--- src/rtl/uart_lite_axi_slave.sv ---
// AXI4-Lite register front-end for a byte-stream UART PHY: RX/TX FIFOs, status and control.
// Read and write channels run independently and meet only at the FIFO state.

module uart_lite_fifo #(
    parameter int FIFO_DEPTH = 16,
    parameter int PTR_W      = 4
) (
    input  logic       CLK,
    input  logic       RST,
    input  logic       clr,
    input  logic       push,
    input  logic       pop,
    input  logic [7:0] din,
    output logic [7:0] dout,
    output logic       empty,
    output logic       full,
    output logic       dropped
);
    localparam logic [PTR_W:0]   FULL_CNT = (PTR_W+1)'(FIFO_DEPTH);
    localparam logic [PTR_W:0]   CNT_ONE  = (PTR_W+1)'(1);
    localparam logic [PTR_W-1:0] PTR_ONE  = PTR_W'(1);

    logic [7:0]       mem [FIFO_DEPTH];
    logic [PTR_W-1:0] rd_ptr, wr_ptr;
    logic [PTR_W:0]   count;
    logic             do_push, do_pop;

    assign empty   = (count == '0);
    assign full    = (count == FULL_CNT);
    assign do_pop  = pop & ~empty;
    // A full FIFO still takes a push when the head leaves in the same cycle.
    assign do_push = push & (~full | do_pop);
    assign dropped = push & full & ~do_pop;
    assign dout    = mem[rd_ptr];

    always_ff @(posedge CLK) begin
        if (do_push) mem[wr_ptr] <= din;
    end

    always_ff @(posedge CLK) begin
        if (RST || clr) begin
            rd_ptr <= '0;
            wr_ptr <= '0;
            count  <= '0;
        end else begin
            if (do_push) wr_ptr <= wr_ptr + PTR_ONE;
            if (do_pop)  rd_ptr <= rd_ptr + PTR_ONE;
            case ({do_push, do_pop})
                2'b10:   count <= count + CNT_ONE;
                2'b01:   count <= count - CNT_ONE;
                default: ;
            endcase
        end
    end
endmodule

module uart_lite_axi_slave #(
    parameter int FIFO_DEPTH = 16,
    parameter int PTR_W      = 4
) (
    input  logic        CLK,
    input  logic        RST,
    input  logic [3:0]  ARADDR,
    input  logic        ARVALID,
    output logic        ARREADY,
    output logic [31:0] RDATA,
    output logic [1:0]  RRESP,
    output logic        RVALID,
    input  logic        RREADY,
    input  logic [3:0]  AWADDR,
    input  logic        AWVALID,
    output logic        AWREADY,
    input  logic [31:0] WDATA,
    input  logic [3:0]  WSTRB,
    input  logic        WVALID,
    output logic        WREADY,
    output logic [1:0]  BRESP,
    output logic        BVALID,
    input  logic        BREADY,
    output logic [7:0]  TX_DATA,
    output logic        TX_VALID,
    input  logic        TX_READY,
    input  logic [7:0]  RX_DATA,
    input  logic        RX_VALID,
    output logic        INTR
);
    typedef enum logic {R_IDLE, R_RESP} rd_state_t;

    typedef struct packed {
        logic [1:0] sel;
        logic [7:0] data;
        logic       strb;
    } wr_req_t;

    rd_state_t   rd_state;
    wr_req_t     wr_req;
    logic        aw_held, w_held, wr_commit;
    logic        ctrl_ie, overrun;
    logic        ar_hs, rx_pop, stat_rd;
    logic        tx_push, tx_clr, rx_clr;
    logic        rx_empty, rx_full, rx_drop, tx_empty, tx_full, tx_drop_unused;
    logic [7:0]  rx_head;
    logic [31:0] stat, rd_mux;
    logic        unused_bits;

    assign unused_bits = ^{ARADDR[1:0], AWADDR[1:0], WDATA[31:8], WSTRB[3:1], tx_drop_unused};

    assign RRESP = 2'b00;
    assign BRESP = 2'b00;

    assign ar_hs     = ARVALID & ARREADY;
    assign rx_pop    = ar_hs & (ARADDR[3:2] == 2'd0);
    assign stat_rd   = ar_hs & (ARADDR[3:2] == 2'd2);
    assign wr_commit = aw_held & w_held;
    assign tx_push   = wr_commit & (wr_req.sel == 2'd1) & wr_req.strb;
    assign tx_clr    = wr_commit & (wr_req.sel == 2'd3) & wr_req.data[0];
    assign rx_clr    = wr_commit & (wr_req.sel == 2'd3) & wr_req.data[1];
    assign TX_VALID  = ~tx_empty;

    assign stat = {26'b0, overrun, ctrl_ie, tx_full, tx_empty, rx_full, ~rx_empty};

    uart_lite_fifo #(.FIFO_DEPTH(FIFO_DEPTH), .PTR_W(PTR_W)) u_rx (
        .CLK(CLK), .RST(RST), .clr(rx_clr), .push(RX_VALID), .pop(rx_pop),
        .din(RX_DATA), .dout(rx_head), .empty(rx_empty), .full(rx_full), .dropped(rx_drop)
    );

    uart_lite_fifo #(.FIFO_DEPTH(FIFO_DEPTH), .PTR_W(PTR_W)) u_tx (
        .CLK(CLK), .RST(RST), .clr(tx_clr), .push(tx_push), .pop(TX_READY),
        .din(wr_req.data), .dout(TX_DATA), .empty(tx_empty), .full(tx_full), .dropped(tx_drop_unused)
    );

    always_comb begin
        rd_mux = '0;
        case (ARADDR[3:2])
            2'd0:    rd_mux = {24'b0, rx_empty ? 8'h00 : rx_head};
            2'd2:    rd_mux = stat;
            default: ;
        endcase
    end

    always_ff @(posedge CLK) begin
        if (RST) begin
            rd_state <= R_IDLE;
            ARREADY  <= 1'b1;
            RVALID   <= 1'b0;
            RDATA    <= '0;
        end else begin
            case (rd_state)
                R_IDLE: if (ARVALID) begin
                    RDATA    <= rd_mux;
                    RVALID   <= 1'b1;
                    ARREADY  <= 1'b0;
                    rd_state <= R_RESP;
                end
                R_RESP: if (RREADY) begin
                    RVALID   <= 1'b0;
                    ARREADY  <= 1'b1;
                    rd_state <= R_IDLE;
                end
                default: rd_state <= R_IDLE;
            endcase
        end
    end

    // A fresh overrun in the same cycle as a STAT read must survive the read-clear.
    always_ff @(posedge CLK) begin
        if (RST)          overrun <= 1'b0;
        else if (rx_drop) overrun <= 1'b1;
        else if (stat_rd) overrun <= 1'b0;
    end

    always_ff @(posedge CLK) begin
        if (RST) begin
            AWREADY <= 1'b1;
            WREADY  <= 1'b1;
            aw_held <= 1'b0;
            w_held  <= 1'b0;
            BVALID  <= 1'b0;
            wr_req  <= '0;
            ctrl_ie <= 1'b0;
            INTR    <= 1'b0;
        end else begin
            INTR <= (~rx_empty | tx_empty) & ctrl_ie;
            if (AWVALID && AWREADY) begin
                aw_held    <= 1'b1;
                wr_req.sel <= AWADDR[3:2];
                AWREADY    <= 1'b0;
            end
            if (WVALID && WREADY) begin
                w_held      <= 1'b1;
                wr_req.data <= WDATA[7:0];
                wr_req.strb <= WSTRB[0];
                WREADY      <= 1'b0;
            end
            if (wr_commit) begin
                aw_held <= 1'b0;
                w_held  <= 1'b0;
                BVALID  <= 1'b1;
                if (wr_req.sel == 2'd3) ctrl_ie <= wr_req.data[4];
            end
            // Readies stay low until the response is taken: one write in flight at most.
            if (BVALID && BREADY) begin
                BVALID  <= 1'b0;
                AWREADY <= 1'b1;
                WREADY  <= 1'b1;
            end
        end
    end
endmodule

--- config.mk ---
export PLATFORM = sky130hd
export DESIGN_NAME = uart_lite_axi_slave
export DESIGN_NICKNAME = d
export VERILOG_FILES = /design/src/rtl/uart_lite_axi_slave.sv
export SDC_FILE = /design/constraint.sdc
export NUM_CORES = 1
export LEC_CHECK = 0
export ABC_AREA = 1
export BUFFER_PORTS_ARGS = -buffer_cell sky130_fd_sc_hd__buf_2
export CAP_MARGIN = 15
export CORE_UTILIZATION = 40
export CTS_CLUSTER_DIAMETER = 100
export DETAILED_ROUTE_END_ITERATION = 16
export GPL_TIMING_DRIVEN = 0
export PLACE_DENSITY = 0.6
export REMOVE_ABC_BUFFERS = 1
export SYNTH_ARGS = -nofsm -noshare
export SYNTH_HDL_FRONTEND = slang
export SYNTH_HIERARCHICAL = 1
export SYNTH_SLANG_ARGS = --single-unit
--- constraint.sdc ---
create_clock -name CLK -period 2.1 [get_ports CLK]
set_input_delay 0.42 -clock CLK [delete_from_list [all_inputs] [get_ports CLK]]
set_output_delay 0.42 -clock CLK [all_outputs]
set_load 0.1 [all_outputs]
==> reports/qor.yml <==
die_w_um: 186.7
final_cells: 1729
preCtsSetupSlack_ns: -1.253
overflow: 0
die-height_um: 186.7
place_inst: 1622
violations: "negative setup slack"
worstMarginPinSlew_ns: 0.7168
first_global_vias: 8007
crit_chain: "buf_12, buf_16, mux2i_1, o211ai_1, nand3_1, nand2_2, buf_12"
cp-start-kind: "flip-flop"
slew_headroom_pct: 52.15
drive_gt1_share_pct: 22.58
dr.pass1.iters: 5
htree_levels: 2
fin_ws_ns: -0.3919
p_leak_uw: 0.005953
insertion_delay_ns: 0.52
netlist_area_sq_um: 13650
cpPeakStageDelay_ns: 0.40
start_util_pct: 40.71
rsz0062_at_grt: "true"
ir_worst_vdd_mv: 0.9994
clock_path_buffers: 3
synth_warnings: 6
path_max_fanout: 18
setup_viol: 8
dr.first_iter.drc_count: 496
cts-root-buf: "clkbuf_16"
grt_pass1_wl_um: 45610
antenna_found_initial: 1
hold_violations: 0
die-area_sq_um: 34870
period_minus_slack_ns: 2.492
powerDensity_nw_per_um2: 1110
cts_tree: "done"
fillers: 2990
endpoint_kind: "output pin"
nets: 1329
hold_class: "in2reg"
drv_slew: 0
skew_ns: 0.01736
grt_max_degree: 55
ant_nets: 0
syn_area_per_cell_sq_um: 11.67
crit_top_cell: "buf_12"
worst-setup-path-type: "reg2out"
crit_required_ns: 1.68
portBuffers: 52
drc: 0
vias_per_cell: 5.031
cp_slowest_cell: "dfxtp_4"
core-area_sq_um: 33530
io-pin-count: 112
wl_per_cell_um: 17.57
maxCapViolCount: 0
area_growth_pct: 20.68
wirelength_um: 30380
cts_buffers: 34
dp_hpwl_um: 17700
synthCells: 1170
status: "finished with violations"
placementRows: 67
num_vias: 8699
place_congestion: 0.8162
clk_pin_slew_worst_paths_ns: 0.06
fin_crit_sh_pct: 118.7
fmax_ghz: 0.4013
grtUsageTotal_pct: 16.97
critPathArrivalTime_ns: 2.07
clkSinkCount: 320
[worst max-delay path: cells and delay by family, from the launching register on]
family / cells / cell delay [ns]
simple gates: 2 / 0.21
compound gates: 1 / 0.14
buf+inv: 3 / 0.54
flops: 1 / 0.40
mux: 1 / 0.26
[sequential cells by signal, indices dropped and copies added (netlist names), named ones only]
name         count
ARREADY          1
AWREADY          1
BVALID           1
INTR             1
RDATA            8
RVALID           1
WREADY           1
aw_held          1
ctrl_ie          1
overrun          1
rd_state         1
u_rx/count       5
u_rx/mem       128
u_rx/rd_ptr      4
u_rx/wr_ptr      4
u_tx/count       5
u_tx/mem       128
u_tx/rd_ptr      4
u_tx/wr_ptr      4
w_held           1
wr_req          11
[stage by stage]
stage	hold WS, ns	power (uW)	util, %	TNS, ns	area, sq um
finish	0.1487	18280	49.12	-2.828	16470
global route	0.1517	18990	49.12	-3.286	16470
CTS	0.1265	18060	48.00	-3.725	16100
detailed placement	0.4589	11110	42.41	-137.80	14220
global placement	0.4446	11070	42.09	-157.71	14110
floorplan	0.4304	10260	-	-104.92	13290
[worst paths after layout]
check / slack [ns] / startpoint / cells after the start / end
worst min-delay path: 0.15 / WDATA[6] / 3 / wr_req[7]
worst min register to register: 0.47 / AWREADY / 2 / AWREADY
worst max register to register: 0.13 / flip-flop / 8 / RDATA[2]
worst max-delay path: -0.39 / flip-flop / 7 / TX_DATA[0]
[power breakdown]
part / switching [uW] / internal, uW / total (uW)
Combinational: 3190 / 1880 / 5070
Clock: 2470 / 3440 / 5910
Sequential: 257 / 7050 / 7300
Total: 5910 / 12400 / 18300
[metal layers]
layer,vias to the layer above,global-route usage (%),part of all wire (%)
met4,0,5.107,2.3
met2,184,28.07,49
met1,4218,22.81,44
li1,4248,-,-
met5,-,0,0
met3,49,2.934,4.6
[what timing repair did]
item                       CTS  global route
cloned                       6             4
setup endpoints to repair  279           222
buffers inserted            22            13
resized for setup          143            50
pin swaps                   25            32
hold buffers                 0             0
[layout make-up]
cell class | instances | area (sq um) | share of cell area (%)
sequential | 320 | 8994 | 54.60
multi-input combinational | 658 | 4203 | 25.51
timing repair buffer | 98 | 1035 | 6.282
clock buffer | 48 | 943.4 | 5.727
tap | 448 | 560.5 | 3.403
inverter | 140 | 543.0 | 3.297
clock inverter | 14 | 176.4 | 1.071
timing repair inverter | 2 | 15.01 | 0.09115
antenna | 1 | 2.502 | 0.01519
[layout by cell type (no fill, tap or decap), types with 23 or more instances in the layout]
cell type	count
buf_2	43
o21ai_0	82
inv_1	122
nor2_1	63
nand2_1	82
nor2_4	33
a21oi_1	86
mux2i_1	62
buf_4	23
nand3_1	39
clkbuf_16	37
edfxtp_1	256
o211ai_1	64
dfxtp_1	54
conb_1	28
No activity file was read; power rests on OpenSTA's default activity.
